### config.mk
export PLATFORM = sky130hd
export DESIGN_NAME = display_timing
export DESIGN_NICKNAME = d
export VERILOG_FILES = /design/src/rtl/display_timing_pkg.sv /design/src/rtl/dt_axis_counter.sv /design/src/rtl/display_timing.sv
export SDC_FILE = /design/constraint.sdc
export NUM_CORES = 1
export LEC_CHECK = 0
export CAP_MARGIN = 20
export CORE_ASPECT_RATIO = 1.25
export CORE_MARGIN = 2
export CORE_UTILIZATION = 54
export CTS_CLUSTER_DIAMETER = 100
export CTS_CLUSTER_SIZE = 30
export DETAILED_ROUTE_END_ITERATION = 12
export GPL_ROUTABILITY_DRIVEN = 0
export PLACE_DENSITY = 0.84
export SKIP_LAST_GASP = 1
export SYNTH_ARGS = -nofsm -noshare
export SYNTH_HDL_FRONTEND = slang
export SYNTH_HIERARCHICAL = 1
export SYNTH_SLANG_ARGS = --single-unit
### constraint.sdc
create_clock -name clk -period 8.8 [get_ports clk]
set_input_delay 1.32 -clock clk [delete_from_list [all_inputs] [get_ports clk]]
set_output_delay 1.32 -clock clk [all_outputs]
set_load 0.01 [all_outputs]
### src/rtl/display_timing_pkg.sv
// display_timing_pkg: per-axis timing struct, the three supported video
// modes, and the WIDTH -> mode lookup used by display_timing.
package display_timing_pkg;

    // One axis of a video mode; all counts are in pixels (H) or lines (V).
    typedef struct packed {
        logic [11:0] active;
        logic [11:0] fp;
        logic [11:0] sync;
        logic [11:0] bp;
        logic [11:0] total;
        logic        polarity;  // 1 = sync pulse is active-high
    } axis_timing_t;

    typedef struct packed {
        axis_timing_t h;
        axis_timing_t v;
    } mode_timing_t;

    localparam mode_timing_t MODE_1080P60 = '{
        h: '{active: 12'd1920, fp: 12'd88,  sync: 12'd44, bp: 12'd148, total: 12'd2200, polarity: 1'b1},
        v: '{active: 12'd1080, fp: 12'd4,   sync: 12'd5,  bp: 12'd36,  total: 12'd1125, polarity: 1'b1}
    };

    localparam mode_timing_t MODE_720P60 = '{
        h: '{active: 12'd1280, fp: 12'd110, sync: 12'd40, bp: 12'd220, total: 12'd1650, polarity: 1'b1},
        v: '{active: 12'd720,  fp: 12'd5,   sync: 12'd5,  bp: 12'd20,  total: 12'd750,  polarity: 1'b1}
    };

    localparam mode_timing_t MODE_480P60 = '{
        h: '{active: 12'd640,  fp: 12'd16,  sync: 12'd96, bp: 12'd48,  total: 12'd800,  polarity: 1'b0},
        v: '{active: 12'd480,  fp: 12'd10,  sync: 12'd2,  bp: 12'd33,  total: 12'd525,  polarity: 1'b0}
    };

    // 3 = 1080p60, 2 = 720p60, anything else falls back to 480p60.
    function automatic mode_timing_t mode_of(input int width);
        mode_timing_t m;
        case (width)
            3:       m = MODE_1080P60;
            2:       m = MODE_720P60;
            default: m = MODE_480P60;
        endcase
        return m;
    endfunction

endpackage

### src/rtl/dt_axis_counter.sv
// dt_axis_counter: wrap-around position counter for one display axis.
// cnt_nxt exposes the value cnt takes at the next edge so downstream
// registered controls can line up with the coordinate they describe.
module dt_axis_counter #(
    parameter int W     = 12,
    parameter int TOTAL = 800
) (
    input  logic         clk,
    input  logic         rst,
    input  logic         en,
    input  logic         clr,
    output logic [W-1:0] cnt,
    output logic [W-1:0] cnt_nxt,
    output logic         wrap
);
    localparam logic [W-1:0] LAST = W'(TOTAL - 1);

    // >= rather than == so a corrupted count can never run past TOTAL-1
    assign wrap = en && !clr && (cnt >= LAST);

    // next count: clear wins, then wrap, then increment
    always_comb begin
        cnt_nxt = cnt;
        if (clr)
            cnt_nxt = '0;
        else if (wrap)
            cnt_nxt = '0;
        else if (en)
            cnt_nxt = cnt + 1'b1;
    end

    // count register
    always_ff @(posedge clk or negedge rst) begin
        if (!rst)
            cnt <= '0;
        else
            cnt <= cnt_nxt;
    end

endmodule

### src/rtl/display_timing.sv
// display_timing: raster position and sync/blank generator for 1080p60,
// 720p60 or 480p60 selected by WIDTH. Optional frame counter output is
// enabled by defining DISPLAY_TIMING_FRAME_CNT_EN.
module display_timing
    import display_timing_pkg::*;
#(
    parameter int WIDTH = 3
) (
    input  logic        clk,
    input  logic        rst,
    input  logic        clk_pix_locked,
    output logic [11:0] sx,
    output logic [10:0] sy,
    output logic        hsync,
    output logic        vsync,
    output logic        de,
    output logic        line_start,
    output logic        frame_start
`ifdef DISPLAY_TIMING_FRAME_CNT_EN
    ,
    output logic [15:0] frame_cnt
`endif
);
    localparam mode_timing_t MODE = mode_of(WIDTH);
    localparam axis_timing_t HT   = MODE.h;
    localparam axis_timing_t VT   = MODE.v;

    localparam int H_TOTAL = int'(HT.total);
    localparam int V_TOTAL = int'(VT.total);

    localparam logic [11:0] H_SYNC_BEG = HT.active + HT.fp;
    localparam logic [11:0] H_SYNC_END = HT.active + HT.fp + HT.sync;
    localparam logic [11:0] V_SYNC_BEG = VT.active + VT.fp;
    localparam logic [11:0] V_SYNC_END = VT.active + VT.fp + VT.sync;

    // running is low for the first locked cycle, which presents (0,0)
    // with both strobes before counting starts
    logic        running;
    logic        h_en;
    logic        clr;
    logic        h_wrap;
    logic        v_wrap;
    logic [11:0] sx_nxt;
    logic [10:0] sy_nxt;
    logic [11:0] sy_nxt_ext;
    logic        h_in_sync;
    logic        v_in_sync;

    assign clr        = ~clk_pix_locked;
    assign h_en       = clk_pix_locked & running;
    assign sy_nxt_ext = {1'b0, sy_nxt};
    assign h_in_sync  = (sx_nxt >= H_SYNC_BEG) && (sx_nxt < H_SYNC_END);
    assign v_in_sync  = (sy_nxt_ext >= V_SYNC_BEG) && (sy_nxt_ext < V_SYNC_END);

    dt_axis_counter #(.W(12), .TOTAL(H_TOTAL)) u_hcnt (
        .clk     (clk),
        .rst     (rst),
        .en      (h_en),
        .clr     (clr),
        .cnt     (sx),
        .cnt_nxt (sx_nxt),
        .wrap    (h_wrap)
    );

    dt_axis_counter #(.W(11), .TOTAL(V_TOTAL)) u_vcnt (
        .clk     (clk),
        .rst     (rst),
        .en      (h_wrap),
        .clr     (clr),
        .cnt     (sy),
        .cnt_nxt (sy_nxt),
        .wrap    (v_wrap)
    );

    // controls are computed from the next coordinates so they land in the
    // same cycle as the (sx,sy) they describe
    always_ff @(posedge clk or negedge rst) begin
        if (!rst) begin
            running     <= 1'b0;
            de          <= 1'b0;
            line_start  <= 1'b0;
            frame_start <= 1'b0;
            hsync       <= ~HT.polarity;
            vsync       <= ~VT.polarity;
        end else if (!clk_pix_locked) begin
            running     <= 1'b0;
            de          <= 1'b0;
            line_start  <= 1'b0;
            frame_start <= 1'b0;
            hsync       <= ~HT.polarity;
            vsync       <= ~VT.polarity;
        end else begin
            running     <= 1'b1;
            de          <= (sx_nxt < HT.active) && (sy_nxt_ext < VT.active);
            line_start  <= h_wrap | ~running;
            frame_start <= v_wrap | ~running;
            hsync       <= h_in_sync ? HT.polarity : ~HT.polarity;
            vsync       <= v_in_sync ? VT.polarity : ~VT.polarity;
        end
    end

`ifdef DISPLAY_TIMING_FRAME_CNT_EN
    // frame counter: advances on each vertical wrap, free-wraps at 16 bits
    always_ff @(posedge clk or negedge rst) begin
        if (!rst)
            frame_cnt <= '0;
        else if (v_wrap)
            frame_cnt <= frame_cnt + 16'd1;
    end
`endif

endmodule

==> metrics.md, run 1 <==
| Metric | Value |
|---|---|
| Status | `finished, final reports clean` |
| Via density | `between 6 and 7` |
| Crit path max fanout | `9` |
| R2r startpoint | `u_hcnt/cnt[0]` |
| Clk_skew | `around 0.0029 ns` |
| Worst-Margin Slew | `0.8456 ns` |
| Clock root buffer master | `clkbuf_4` |
| Leak | `roughly 0.00076 uW` |
| CTS buffer count | `5` |
| Hold Fails Final Rpt | `0` |
| GRT overflow | `0` |
| Worst setup EP type | `flip-flop` |
| Post-Syn Instances | `~160` |
| Area Growth Syn to Fin | `22.14%` |
| Syn nets | `161` |
| Post-synthesis cell type count | `42` |
| Worst hold start | `running` |
| Cells along the critical path | `clkdlybuf4s50_1 -> and2_1 -> nand3_1 -> nor2_1 -> nand2_1 -> a211oi_1 -> buf_4 -> nor3_1 -> or4_1 -> nor4b_2 -> o2111a_1` |
| Crit path largest cell delay | `0.73 ns` |
| Placed Area | `1961 um2` |
| Ys Warns | `6` |
| Clock-pin slew on the worst setup and hold paths | `approximately 0.090 ns` |
| N_diodes | `0` |
| FILL cells | `247` |
| Worst EP required | `slightly above 9 ns` |
| Layout cells sized above 1 | `0.1809` |
| Skew-Pair Late Insertion Delay | `0.32 ns` |
| Final #Nets | `194` |
| DIE AREA | `about 3500 um2` |
| Unrepaired setup endpoints after global routing | `no` |
| Seq/Total Area, Yosys | `0.4397` |
| Endpoints failing setup | `0` |
| # hold bufs at CTS | `0` |
| Slowest CP cell | `a211oi_1` |
| Final Hold Slack | `0.4802 ns` |
| Die width | `53.45 um` |
| Fin crit share | `0.5526` |
| Final WL | `3579 um` |
| Layout Utilization | `0.6908` |
| Setup TNS | `0 ns` |
| Tmin final | `4.863 ns` |
| Largest net degree at the start of global routing | `30` |
| Drt pass-1 iters | `4` |
| CTS tree | `yes` |
| CP Launch Point | `clk_pix_locked` |
| Fmax | `0.2056 GHz` |
| Primary FF master, synth | `dfrtp_1` |
| Antenna violations before repair | `0` |
| Worst vdd ir | `between 100 and 150 uV` |
| Post-CTS Setup Bufs | `0` |
| Tot GR Track Use | `0.2370` |
| Row cnt | `22` |
| Htree depth | `2` |
| Type of origin of the critical path | `primary input` |
| Sequential Area | `725.7 um2` |
| Arr. time, crit path | `5.13 ns` |
| Power Dens Cells | `about 110 nW/um2` |
| Resize count post-CTS | `0` |
| Max-cap viol count | `0` |
| Post-route cell area | `2016 um2` |
| DP HPWL | `2651 um` |
| IO buf count | `30` |
| DR vias | `1354` |
| Initial Utilization | `0.5656` |
| Post-Syn Area | `between 1500 and 2000 um2` |
| Die Span Y | `65.81 um` |
| First-pass GRT wire length | `~6000 um` |
| Multi-input gate area | `848.3 um2` |
| Core Box Area | `2918 um2` |
| Bufs on Longest Clock Path | `2` |
| Fraction of registers with async set/reset | `1.000` |
| Drt drc | `0` |
| Hold Path Class | `reg -> reg` |
| Vias in the first global route | `1293` |
| #FFs+latches synth | `29` |
| EDFF count, synth | `0` |
| Avg Cell Area, Syn | `10.65 um2` |
| Post-route ant nets | `0` |
| Rel. slew slack | `0.4329` |
| Detailed Route Iter0 Violations | `33` |
| Wire per inst | `15.98 um` |
| Max-slew violation count | `0` |
| Clock sink count | `29` |
| Setup CP Type | `in -> reg` |
| Top-Level Pins | `31` |
## metrics by stage
step / cells / setup slack, ns / total power [uW]
after floorplan: 155 / 5.127 / 145.4
after global placement: 217 / 3.768 / 151.8
after detailed placement: 217 / 3.668 / 152.3
after CTS: 224 / 4.005 / 234.2
after global routing: 224 / 3.710 / 240.9
final: 224 / 3.937 / 230.1
## cell families (layout without fill, tap and decap cells)
kind of cell	after synthesis	in the layout	synth area share
XOR/XNOR	15	15	0.07961
AND/OR/NAND/NOR	69	69	0.2813
adder cells (fa/ha/maj)	3	3	0.02275
buffers and inverters	13	46	0.04625
multiplexers	2	2	0.01213
AO/OA/AOI/OAI	24	24	0.1183
flip-flops	29	29	0.4397
## worst paths after layout
kind                                      end  slack (ns)  cells after the start
worst min-delay path               line_start        0.48                      1
min in group asynchronous       u_vcnt/cnt[0]        1.37                      2
worst max-delay path                    vsync        3.94                     11
worst max register to register          vsync        4.97                     12
max in group asynchronous       u_hcnt/cnt[0]        7.17                      2
worst min register to register     line_start        0.48                      1
## registers in the layout, summed over array words and instances (netlist names)
| register | flops |
|---|---|
| de | 1 |
| frame_start | 1 |
| hsync | 1 |
| line_start | 1 |
| running | 1 |
| u_hcnt/cnt | 12 |
| u_vcnt/cnt | 11 |
| vsync | 1 |
## metal layers
metal / GRT usage / part of all wire / routed length, um / up-vias
li1: - / - / - / 638
met1: 0.2904 / 0.41 / 1463 / 642
met2: 0.3642 / 0.50 / 1792 / 56
met3: 0.06109 / 0.045 / 160 / 18
met4: 0.1474 / 0.046 / 163 / 0
met5: 0 / 0 / 0 / -
## placed cells by master, fill, tap and decap left out, types with 3 or more instances in the layout
master,n
clkbuf_4,5
nand3b_1,3
o31ai_1,4
or4_1,4
dfrtp_1,29
a211oi_1,5
nand2_1,8
nor2_2,11
clkdlybuf4s50_1,30
nor3_1,11
nand4_1,8
nor2_1,5
ha_1,3
nand3_1,5
xor2_1,6
xnor2_1,9
a21oi_1,4
inv_1,7
## critical path, delay by kind of cell
family	cells	cell delay, ns
simple gates	7	2.00
buf+inv	2	0.87
compound gates	2	0.94
## area by class of cell
cell class                 count  area share
multi-input combinational    113      0.4209
sequential                    29      0.3600
timing repair buffer          32      0.1564
clock buffer                   7     0.02731
tap                           36     0.02235
inverter                       7     0.01304
## power by group
group,switching (uW),internal [uW]
combinational,8.29,4.99
clock,43.3,37.6
sequential,1.35,135
## Yosys cell counts (5+ instances only)
cell      count  share of area
a211oi_1      5          0.023
nand2_1       8          0.018
dfrtp_1      29           0.44
nor3_1       11          0.033
nor2_2       11          0.042
nand4_1       8          0.030
xor2_1        6          0.032
nand3_1       5          0.015
inv_1         7          0.016
nor2_1        5          0.011
xnor2_1       9          0.048
(Power assumes the default switching activity.)
==> run 2, diff against run 1 <==
--- a/config.mk
+++ b/config.mk
@@ -8,12 +8,12 @@
 export CAP_MARGIN = 20
 export CORE_ASPECT_RATIO = 1.25
 export CORE_MARGIN = 2
-export CORE_UTILIZATION = 54
+export CORE_UTILIZATION = 46
 export CTS_CLUSTER_DIAMETER = 100
 export CTS_CLUSTER_SIZE = 30
 export DETAILED_ROUTE_END_ITERATION = 12
 export GPL_ROUTABILITY_DRIVEN = 0
-export PLACE_DENSITY = 0.84
+export PLACE_DENSITY = 0.77
 export SKIP_LAST_GASP = 1
 export SYNTH_ARGS = -nofsm -noshare
 export SYNTH_HDL_FRONTEND = slang
==> constraint.sdc (replaced) <==
create_clock -name clk -period 4.39 [get_ports clk]
set_input_delay 0.6585 -clock clk [delete_from_list [all_inputs] [get_ports clk]]
set_output_delay 0.6585 -clock clk [all_outputs]
set_load 0.01 [all_outputs]
==> run 2 against run 1 <==
Global-route usage fell by 3.6 points. Core utilization down 9.4 points. Cell count up 2.7%. Hold slack improved by 0.0085 ns. Critical path depth grew 1. Highest routed layer unchanged.
==> metrics.md, run 2 (synthesized netlist as in run 1, its figures left out) <==
| Metric | Value |
|---|---|
| Status | `finished, final reports clean` |
| Power Dens Cells | `244.1 nW/um2 (+110%)` |
| Highest-count cells in the layout ignoring fill and taps | `clkdlybuf4s50_1, dfrtp_1, nor3_1, nor2_2, xnor2_1` |
| Largest net degree at the start of global routing | `30 (unchanged)` |
| Most flop-heavy register | `u_hcnt/cnt` |
| Endpoints failing setup | `0 (unchanged)` |
| Crit path largest cell delay | `0.60 ns (-0.13 ns)` |
| CP Launch Point | `clk_pix_locked` |
| Arr. time, crit path | `3.71 ns (-1.42 ns)` |
| Worst EP required | `4.61 ns (-4.45 ns)` |
| Max reg flops | `12 (unchanged)` |
| R2R Setup Slk | `1.17 ns (-3.80 ns)` |
| Clock-pin slew on the worst setup and hold paths | `0.06 ns (-0.03 ns)` |
| Clk_skew | `0.004029 ns (+0.001081 ns)` |
| Hold Fails Final Rpt | `0 (unchanged)` |
| Worst-Margin Slew | `0.5888 ns (-0.2568 ns)` |
| Clock sink count | `29 (unchanged)` |
| Post-route ant nets | `0 (unchanged)` |
| Rel. slew slack | `0.6051 (+0.1722)` |
| Resize count post-CTS | `0 (unchanged)` |
| Die width | `57.58 um (+7.7%)` |
| Bufs on Longest Clock Path | `2 (unchanged)` |
| Final #Nets | `196 (+1.0%)` |
| DIE AREA | `4086 um2 (+16%)` |
| Layout cells sized above 1 | `0.1937 (+0.01287)` |
| Most common cell after layout, fill and taps aside | `clkdlybuf4s50_1` |
| Area Growth Syn to Fin | `24.94%` |
| Internal power | `390.4 uW (+120%)` |
| Final WL | `3744 um (+4.6%)` |
| Vias in the first global route | `1364 (+5.5%)` |
| Wire per inst | `16.28 um (+1.9%)` |
| Crit path max fanout | `9 (unchanged)` |
| Sw power | `112.9 uW (+110%)` |
| Antenna violations before repair | `0 (unchanged)` |
| Worst vdd ir | `224.2 uV (+110%)` |
| Unrepaired setup endpoints after global routing | `no` |
| Fmax | `between 0.2 and 0.3 GHz` |
| Drt drc | `0 (unchanged)` |
| Fin crit share | `0.7947` |
| Setup CP Type | `in -> reg` |
| Htree depth | `2 (unchanged)` |
| Core Box Area | `3453 um2 (+18%)` |
| Tmin final | `3.489 ns` |
| Type of origin of the critical path | `primary input` |
| Top-Level Pins | `31 (unchanged)` |
| Slowest CP cell | `clkdlybuf4s50_1` |
| IO buf count | `30 (unchanged)` |
| CTS buffer count | `5 (unchanged)` |
| Overall Power | `503.3 uW (+120%)` |
| FILL cells | `316 (+28%)` |
| Hold Path Class | `reg -> reg` |
| Largest registers | `u_hcnt/cnt (12), u_vcnt/cnt (11)` |
| FF-to-FF End | `vsync` |
| Max-slew violation count | `0 (unchanged)` |
| GRT overflow | `0 (unchanged)` |
| Critical Path Sink | `vsync` |
| CTS tree | `yes` |
| Initial Utilization | `0.4779 (-0.08771)` |
| Detailed Route Iter0 Violations | `58 (+76%)` |
| Clock root buffer master | `clkbuf_8` |
| Cells along the critical path | `clkdlybuf4s50_1 -> and2_1 -> buf_4 -> nand3_1 -> nor2_1 -> buf_4 -> nand3_1 -> or3_2 -> a211oi_1 -> nand3_1 -> nor3b_1 -> o2111a_1` |
| # hold bufs at CTS | `0 (unchanged)` |
| Worst hold start | `running` |
| Via density | `5.826 (-3.6%)` |
| N_diodes | `0 (unchanged)` |
| Die Span Y | `70.97 um (+7.8%)` |
| Drt pass-1 iters | `4 (unchanged)` |
| R2r startpoint | `u_hcnt/cnt[0]` |
| Tot GR Track Use | `0.2013 (-0.03569)` |
| First-pass GRT wire length | `6299 um (+4.7%)` |
| DR vias | `1340 (-1.0%)` |
| Skew-Pair Late Insertion Delay | `0.28 ns (-0.04 ns)` |
| Crit path top cell by count | `nand3_1` |
| Setup TNS | `0 ns (unchanged)` |
| Leak | `0.0007799 uW (+3.2%)` |
| Max-cap viol count | `0 (unchanged)` |
| Worst setup EP type | `flip-flop` |
| Post-CTS Setup Bufs | `0 (unchanged)` |
| Switch share | `0.2243 (-0.005579)` |
| Row cnt | `24 (+9.1%)` |
| Power share of the clock group | `0.403 (+0.052)` |
| Comb pwr share | `0.054 (-0.004)` |
| R2R depth | `12 (unchanged)` |
| DP HPWL | `2799 um (+5.6%)` |
| Flop pwr share | `0.543 (-0.048)` |
## run 2: final cells by class
class / instances / area (um2) / share of cell area
Clock buffer: 6 / 72.57 / 0.03519
Clock inverter: 2 / 10.01 / 0.004854
Inverter: 7 / 26.28 / 0.01274
Multi-Input combinational cell: 113 / 848.3 / 0.4114
Sequential cell: 29 / 725.7 / 0.3519
Tap cell: 39 / 48.80 / 0.02367
Timing Repair Buffer: 34 / 330.3 / 0.1602
## run 2: critical path: cells and delay by family
family                 cells  cell delay [ns]
buffers and inverters      3             0.96
AO/OA/AOI/OAI              2             0.66
AND/OR/NAND/NOR            7             1.43
## run 2: how the worst min path moves through the flow
stage | to | slack, ns | cells past startpoint
6_report | line_start | 0.49 | 1
5_1_grt | line_start | 0.52 | 1
4_1_cts | line_start | 0.50 | 1
3_5_place_dp | line_start | 0.48 | 1
3_3_place_gp | frame_start | 0.48 | 1
2_1_floorplan | de | 0.36 | 0
## run 2: power groups by stage
stage	sequential (uW)	clock, uW	combinational (uW)
after floorplan	279	0	12.4
after global placement	278	0	27.0
after detailed placement	278	0	27.7
after CTS	273	208	27.7
after global routing	274	223	30.3
final	273	203	27.1
## run 2: through the flow
stage,instances,setup WS (ns),hold WS [ns],instance area [um2],utilization
final,230,0.9011,0.4888,2062,0.5971
after global routing,230,0.6844,0.5190,2062,0.5971
after CTS,230,0.9285,0.4993,2062,0.5971
after detailed placement,222,0.6179,0.4837,1979,0.5732
after global placement,222,0.7415,0.4800,1979,0.5732
after floorplan,155,1.317,0.3629,1650,-
## run 2: layer usage
metal / vias to the layer above / track usage / wire (um) / share of wire
met4: 0 / 0.1163 / 136 / 0.036
met3: 12 / 0.05302 / 190 / 0.051
met1: 649 / 0.2272 / 1501 / 0.40
li1: 635 / - / - / -
met5: - / 0 / 0 / 0
met2: 44 / 0.3371 / 1914 / 0.51
